$ cat config.mk
export PLATFORM = sky130hd
export DESIGN_NAME = boot_copy
export DESIGN_NICKNAME = d
export VERILOG_FILES = /design/src/rtl/boot_copy_pkg.sv /design/src/rtl/boot_copy_timer.sv /design/src/rtl/boot_copy.sv
export SDC_FILE = /design/constraint.sdc
export NUM_CORES = 1
export LEC_CHECK = 0
export CAP_MARGIN = 20
export CORE_MARGIN = 2
export CORE_UTILIZATION = 39
export CTS_BUF_LIST = sky130_fd_sc_hd__clkbuf_8
export DETAILED_ROUTE_END_ITERATION = 12
export PLACE_DENSITY = 0.65
export SYNTH_ARGS = -nofsm -noshare
export SYNTH_HDL_FRONTEND = slang
export SYNTH_SLANG_ARGS = --single-unit
$ cat constraint.sdc
create_clock -name i_clock -period 6.6 [get_ports i_clock]
set_input_delay 1.32 -clock i_clock [delete_from_list [all_inputs] [get_ports i_clock]]
set_output_delay 1.32 -clock i_clock [all_outputs]
set_load 0.1 [all_outputs]
$ cat src/rtl/boot_copy_pkg.sv
// Shared definitions for the boot copy engine.
// Holds the FSM state encoding, the default ready timeout and small helpers.
// No logic; imported by boot_copy and boot_copy_timer.
package boot_copy_pkg;

  typedef enum logic [2:0] {
    ST_IDLE  = 3'd0,
    ST_READ  = 3'd1,
    ST_WRITE = 3'd2,
    ST_DONE  = 3'd3,
    ST_ERROR = 3'd4
  } state_t;

  // Cycles a request phase may wait for ready before the copy aborts.
  localparam int TIMEOUT_DEFAULT = 255;

  // Address step between consecutive 32-bit words.
  localparam logic [31:0] WORD_BYTES = 32'd4;

  // Counter width able to hold values 0..limit.
  function automatic int timer_width(input int limit);
    return (limit < 2) ? 1 : $clog2(limit + 1);
  endfunction

endpackage

$ cat src/rtl/boot_copy_timer.sv
// Per-phase cycle counter: flags the first cycle of a phase and the last allowed cycle.
// Latency: count is 0 in the cycle after i_restart, advances by one per running cycle.
// Backpressure: none; saturates at TIMEOUT-1 so it never wraps back into the first cycle.
module boot_copy_timer
  import boot_copy_pkg::*;
#(
  parameter int TIMEOUT = TIMEOUT_DEFAULT
) (
  input  logic i_clock,
  input  logic i_reset,
  input  logic i_restart,
  input  logic i_run,
  output logic o_first,
  output logic o_expired
);

  // A timeout below one cycle makes no sense; treat it as one.
  localparam int LIMIT = (TIMEOUT < 1) ? 1 : TIMEOUT;
  localparam int W = timer_width(LIMIT);
  localparam logic [W-1:0] LAST = W'(LIMIT - 1);

  logic [W-1:0] count_q;

  // Clear on every state change, otherwise count cycles spent in a request phase.
  always_ff @(posedge i_clock or posedge i_reset) begin
    if (i_reset) begin
      count_q <= '0;
    end else if (i_restart) begin
      count_q <= '0;
    end else if (i_run && (count_q != LAST)) begin
      count_q <= count_q + 1'b1;
    end
  end

  assign o_first   = (count_q == '0);
  assign o_expired = (count_q == LAST);

endmodule

$ cat src/rtl/boot_copy.sv
// Boot copy engine: copies i_count 32-bit words ROM->RAM and accumulates a word checksum.
// Latency: 4 cycles per word with 1-cycle-ready memories (2 READ + 2 WRITE); count 0 -> done next cycle.
// Backpressure: each request held until its ready (ignored in a phase's first cycle); TIMEOUT cycles without ready -> ERROR.
module boot_copy
  import boot_copy_pkg::*;
#(
  parameter int TIMEOUT = TIMEOUT_DEFAULT
) (
  input  logic        i_clock,
  input  logic        i_reset,
  input  logic        i_start,
  input  logic [31:0] i_src,
  input  logic [31:0] i_dst,
  input  logic [15:0] i_count,
  output logic        o_rom_request,
  output logic [31:0] o_rom_address,
  input  logic [31:0] i_rom_rdata,
  input  logic        i_rom_ready,
  output logic        o_ram_request,
  output logic        o_ram_rw,
  output logic [31:0] o_ram_address,
  output logic [31:0] o_ram_wdata,
  input  logic        i_ram_ready,
  output logic        o_busy,
  output logic        o_done,
  output logic        o_error,
  output logic [31:0] o_checksum
);

  state_t state_q, state_d;

  logic [31:0] src_q;
  logic [31:0] dst_q;
  logic [15:0] remaining_q;
  logic [31:0] wdata_q;
  logic [31:0] checksum_q;

  logic load;
  logic capture;
  logic accept;
  logic phase_first;
  logic phase_expired;

  // The timer restarts on any state change, so its first cycle marks the
  // cycle in which a lagging ready from the previous phase must be ignored.
  boot_copy_timer #(
    .TIMEOUT (TIMEOUT)
  ) u_timer (
    .i_clock   (i_clock),
    .i_reset   (i_reset),
    .i_restart (state_d != state_q),
    .i_run     (o_busy),
    .o_first   (phase_first),
    .o_expired (phase_expired)
  );

  // State register; reset aborts any copy in flight immediately.
  always_ff @(posedge i_clock or posedge i_reset) begin
    if (i_reset) begin
      state_q <= ST_IDLE;
    end else begin
      state_q <= state_d;
    end
  end

  // Next state, request strobes and datapath enables.
  always_comb begin
    state_d       = state_q;
    o_rom_request = 1'b0;
    o_ram_request = 1'b0;
    o_ram_rw      = 1'b0;
    o_busy        = 1'b0;
    o_done        = 1'b0;
    o_error       = 1'b0;
    load          = 1'b0;
    capture       = 1'b0;
    accept        = 1'b0;

    case (state_q)
      ST_IDLE: begin
        if (i_start) begin
          load    = 1'b1;
          state_d = (i_count == 16'd0) ? ST_DONE : ST_READ;
        end
      end

      ST_READ: begin
        o_busy        = 1'b1;
        o_rom_request = 1'b1;
        if (!phase_first && i_rom_ready) begin
          capture = 1'b1;
          state_d = ST_WRITE;
        end else if (phase_expired) begin
          state_d = ST_ERROR;
        end
      end

      ST_WRITE: begin
        o_busy        = 1'b1;
        o_ram_request = 1'b1;
        o_ram_rw      = 1'b1;
        if (!phase_first && i_ram_ready) begin
          accept  = 1'b1;
          state_d = (remaining_q == 16'd1) ? ST_DONE : ST_READ;
        end else if (phase_expired) begin
          state_d = ST_ERROR;
        end
      end

      ST_DONE: begin
        o_done  = 1'b1;
        state_d = ST_IDLE;
      end

      ST_ERROR: begin
        o_error = 1'b1;
        // A fresh start relaunches the copy exactly as from IDLE.
        if (i_start) begin
          load    = 1'b1;
          state_d = (i_count == 16'd0) ? ST_DONE : ST_READ;
        end
      end

      default: begin
        state_d = ST_IDLE;
      end
    endcase
  end

  // Operand latch on start, read capture, and pointer/checksum advance on write accept.
  always_ff @(posedge i_clock or posedge i_reset) begin
    if (i_reset) begin
      src_q       <= '0;
      dst_q       <= '0;
      remaining_q <= '0;
      wdata_q     <= '0;
      checksum_q  <= '0;
    end else begin
      if (load) begin
        src_q       <= i_src;
        dst_q       <= i_dst;
        remaining_q <= i_count;
        checksum_q  <= '0;
      end else if (accept) begin
        src_q       <= src_q + WORD_BYTES;
        dst_q       <= dst_q + WORD_BYTES;
        remaining_q <= remaining_q - 16'd1;
        checksum_q  <= checksum_q + wdata_q;
      end
      if (capture) begin
        wdata_q <= i_rom_rdata;
      end
    end
  end

  assign o_rom_address = src_q;
  assign o_ram_address = dst_q;
  assign o_ram_wdata   = wdata_q;
  assign o_checksum    = checksum_q;

endmodule

* Word-level counts from Yosys, hierarchy flattened *
Cells that the tools add are included.

cells by class
  reduce and logical (&&, ||, !) cells = 11
  eq/ne operators = 8
  add/subtract/negate cells = 5
  muxes and demuxes = 28

operator list
  operator                 count
  $mux W32                 6
  $add A32 B3 Y32 const B  2
  $add A32 B32 Y32         1
  $mux W16                 2
  $eq A16 B1 Y1 const B    1
  $logic_not A16 Y1        1
  $mux W8                  2
  $sub A16 B1 Y16 const B  1
  $mux W3                  4
  $mux W1                  11
  $pmux W3 S3              1
  $add A8 B1 Y8 const B    1
  $eq A8 B8 Y1 const B     1
  $logic_not A8 Y1         1
  $ne A8 B8 Y1 const B     1
  $eq A3 B2 Y1 const B     2
  $mux W2                  2
  $reduce_bool A2 Y1       2
  $reduce_or A2 Y1         2
  $eq A3 B1 Y1 const B     1
  $eq A3 B3 Y1 const B     1
  $logic_and A1 B1 Y1      3
  $logic_not A3 Y1         1
  $ne A3 B3 Y1             1
  $logic_not A1 Y1         1

storage, ports and cells
  register bits = 155
  input port bits = 117

* Depth between registers and ports, before layout *
  word-level depth = 7
  gate-level depth with buffers = 10
  mapped depth without buffers = 9

* Cells and area by module *
A second synthesis with hierarchy kept.

second synthesis, totals
  cell total of the unflattened synthesis = 1,058
  area total of the unflattened synthesis = 9,505.4 um^2

modules (own cells, without submodules)
  module           area each (um^2)  seq. area each (um^2)  times used  cells each
  boot_copy        8,963.6           3,678.5                1           1,006
  boot_copy_timer  541.8             200.2                  1           52

* Worst setup path after synthesis *
OpenSTA, ideal clock, no wires.

  path kind = reg2out
  from = register state_q[1]
  to = output port o_rom_request
  arrival = 2,762 ps
  buffers on the path = 0
  stages on the path, launching flop included = 2
  setup slack = 2,518 ps
  required time = 5,280 ps
  cells stage by stage = dfrtp_1 > nor3b_1

between the ends
  word-level cells in the longest chain between the ends = 2

ends and longest elaborated chain
  what                      RTL line         RTL
  start: declaration        boot_copy.sv:30  state_t state_q, state_d;
  start signal: assignment  boot_copy.sv:62  state_q <= state_d;
  $eq A3 B1 Y1              boot_copy.sv:79  case (state_q)
  $mux W1                   boot_copy.sv:79
  end: declaration          boot_copy.sv:15  output logic o_rom_request,

No other way between the ends.

* Worst setup path after layout *
  from = register state_q[0]
  to = output port o_ram_request

between the ends
  word-level cells in the longest chain between the ends = 2

ends and longest elaborated chain
  what              RTL line         RTL
  $eq A3 B2 Y1      boot_copy.sv:79
  $mux W1           boot_copy.sv:79
  end: declaration  boot_copy.sv:19  output logic o_ram_request,

No other way between the ends.

==> flow_summary.yaml <==
status:
  status: "finished, final reports clean"
grt:
  antenna_found_initial: 0
  grt_overflow_total: 0
  use_met1: 0.281
  grt.busiest_layer: "met2"
  met3_usage: 0.0471
  track_usage: 0.219
  grt_max_degree: 86
  grt_first_pass_wirelength_mm: 45.2
  use_met2: 0.366
  grt_pass1_vias: 8649
place:
  io_buffers: 250
  gp_congestion: 0.823
  place_hpwl_mm: 20.2
synth:
  synth_fp_nets: 1209
  yosys_register_bits: 155
  post-synth-top-area-fraction: 0.413
  synthTopCellsByArea: "dfrtp_1 41%, nand2_1 6.1%, o21ai_0 5.6%"
  synth-edff-count: 0
  netlist_area_um2: 9390
  synthCells: 1053
  synth_top_area_cell: "dfrtp_1"
  ys_seq_area_frac: 0.413
  synthArstFlopShare: 1.00
  ys_types: 72
  ys_warn_count: 0
  avgSynthCellArea_um2: 8.92
  ys.flop_type: "dfrtp_1"
critical_path:
  worstPathCellList: "or3b_1 > inv_1 > clkdlybuf4s50_1"
  critPathArrivalTime_ns: 2.74
  cp_max_fo: 6
  cpPeakStageDelay_ns: 1.16
  slowest_stage: "clkdlybuf4s50_1"
  critical_path_required_ns: 5.28
  crit_type: "reg2out"
  endpoint_kind: "primary output"
  start_kind: "flip-flop"
detailed_routing:
  first_iter_violations: 473
  drt-wirelength-per-cell_um: 17.4
  dr.pass1.iters: 5
  via_per_inst: 5.52
  routed_wl_mm: 27.9
  routed-via-count: 8871
  drt.antenna.violating_nets: 0
  drc: 0
run:
  max_cap_viol_count: 0
floorplan:
  fp.dieH_um: 159
  ios: 251
  core_area_um2: 23500
  fp.dieW_um: 159
  dieArea_um2: 25300
  initial_core_util: 0.399
  num_rows: 56
cts:
  cts.clk_slew.worst_paths_ns: 0.09
  cts_buffers: 17
  tritoncts: "done"
  cts_setup_buffers: 0
  cts_hold_buf: 0
  ctsResizeCount: 0
  clock-sinks: 155
  clock_latency_ns: 0.46
  cts.path.max_buffers: 2
  cts_root_buf: "clkbuf_8"
  htree_num_levels: 4
sta:
  fmax_mhz: 247
  period_minus_slack_ns: 4.06
  rsz0062_at_grt: "false"
  slew_headroom: 0.297
  setup_violations: 0
  fin_skew_ns: 0.0170
  tns_ns: 0
  hold_violations: 0
  worst_pin_slew_ns: 1.05
  finalCritPeriodShare: 0.614
  maxSlewViolCount: 0
final_layout:
  drive_above_1_share: 0.0714
  antennaDiodeCount: 0
  fillers: 2279
  nets: 1433
  area_growth_pct: 33.7
worst_hold_path:
  hold_class: "reg2reg"
routing by layer:
| metal | share of wire | vias to the layer above | routed length [µm] |
|---|---|---|---|
| met5 | 0 | - | 0 |
| met4 | 0.028 | 0 | 779 |
| met3 | 0.050 | 48 | 1410 |
| met2 | 0.48 | 243 | 13400 |
| met1 | 0.44 | 4231 | 12400 |
| li1 | - | 4349 | - |
Yosys cell counts, drive strengths merged, types with 6 or more instances:
master and n:
dfrtp 155, nand2 152, o21ai 108, a21oi 65
nand3 63, nor2 58, clkbuf 44, ha 38
mux2 33, nor3 28, nand4 25, xor2 25
inv 24, o311ai 20, o211ai 19, xnor2 18
and3 17, a221o 14, a31oi 14, nor4 13
and4 8, and2 7, buf 7, mux2i 7
a211oi 6, a21o 6, nor3b 6, o21a 6
or3 6, or4 6
state kept, by name, indices dropped and copies added (netlist names):
register         flops
o_ram_wdata         32
o_ram_address       32
o_rom_address       32
o_checksum          32
remaining_q         16
state_q              3
u_timer.count_q      8
cells in the final DEF (no fill, tap or decap), types with 4 or more instances in the layout:
cell / netlist / layout
clkdlybuf4s50_1: 0 / 250
dfrtp_1: 155 / 155
nand2_1: 152 / 151
o21ai_0: 106 / 106
a21oi_1: 65 / 65
nand3_1: 63 / 61
nor2_1: 58 / 57
ha_1: 38 / 38
mux2_2: 33 / 33
nor3_1: 26 / 26
xor2_1: 25 / 25
inv_1: 24 / 24
nand4_1: 23 / 23
o311ai_0: 20 / 20
o211ai_1: 19 / 19
xnor2_1: 18 / 18
clkbuf_8: 1 / 18
and3_1: 16 / 16
a31oi_1: 14 / 14
a221o_1: 14 / 14
nor4_1: 12 / 12
and4_1: 8 / 8
buf_4: 1 / 8
mux2i_1: 7 / 7
a21o_1: 6 / 6
o21a_1: 6 / 6
nor3b_1: 5 / 5
and2_1: 6 / 5
nor2b_1: 5 / 5
nand2b_1: 5 / 5
a211oi_1: 5 / 5
or3_1: 4 / 4
a22oi_1: 4 / 4
a221oi_1: 4 / 4
or4_1: 4 / 4
o31ai_1: 4 / 4
o21bai_1: 4 / 4
per-stage QoR:
step                area, µm²   util  worst slack [ns]  hold slack (ns)  cells
global placement        12200  0.516              2.58            0.460   1577
detailed placement      12200  0.516              2.50            0.469   1577
floorplan                9390      -              1.10            0.521   1053
global route            12600  0.533              2.43            0.525   1607
CTS                     12600  0.533              2.53            0.491   1607
finish                  12600  0.533              2.54            0.485   1607
cell type report:
cell class | count | area (µm²) | share of cell area
clock buffers | 18 | 248 | 0.0197
clock inverters | 12 | 149 | 0.0119
inverters | 24 | 95.1 | 0.00758
multi-input cells | 821 | 5220 | 0.416
flip-flops and latches | 155 | 3880 | 0.309
well taps | 319 | 399 | 0.0318
repair buffers | 258 | 2560 | 0.204
worst max-delay path, delay by kind of cell (launching register included):
kind,cells,cell delay [ns]
flops,1,0.44
buf+inv,2,1.35
simple gates,1,0.48
path summary, 6_finish.rpt:
path                            cells past startpoint          startpoint  slack, ns                 end
worst max-delay path                                3          state_q[0]       2.54       o_ram_request
worst min-delay path                                2    o_ram_address[1]       0.49    o_ram_address[1]
worst max register to register                      7  u_timer.count_q[4]       3.19  u_timer.count_q[7]
worst min register to register                      2    o_ram_address[1]       0.49    o_ram_address[1]
max in group asynchronous                           3             i_reset       4.18   o_rom_address[26]
min in group asynchronous                           2             i_reset       1.38   o_ram_address[16]
kinds of logic (layout without fill, tap and decap cells):
logic type / after synthesis / count (layout) / synth area share
AOI/OAI and AO/OA: 296 / 296 / 0.199
xor gates and xnor gates: 43 / 43 / 0.0401
adders and majority gates: 39 / 39 / 0.0528
buffers and inverters: 77 / 312 / 0.0344
DFF: 155 / 155 / 0.413
muxes: 40 / 40 / 0.0470
and+or+nand+nor: 403 / 403 / 0.213
Power is left out: the tool's default activity adds up to more than one toggle a clock period on the data nets, which glitch-free logic cannot reach.
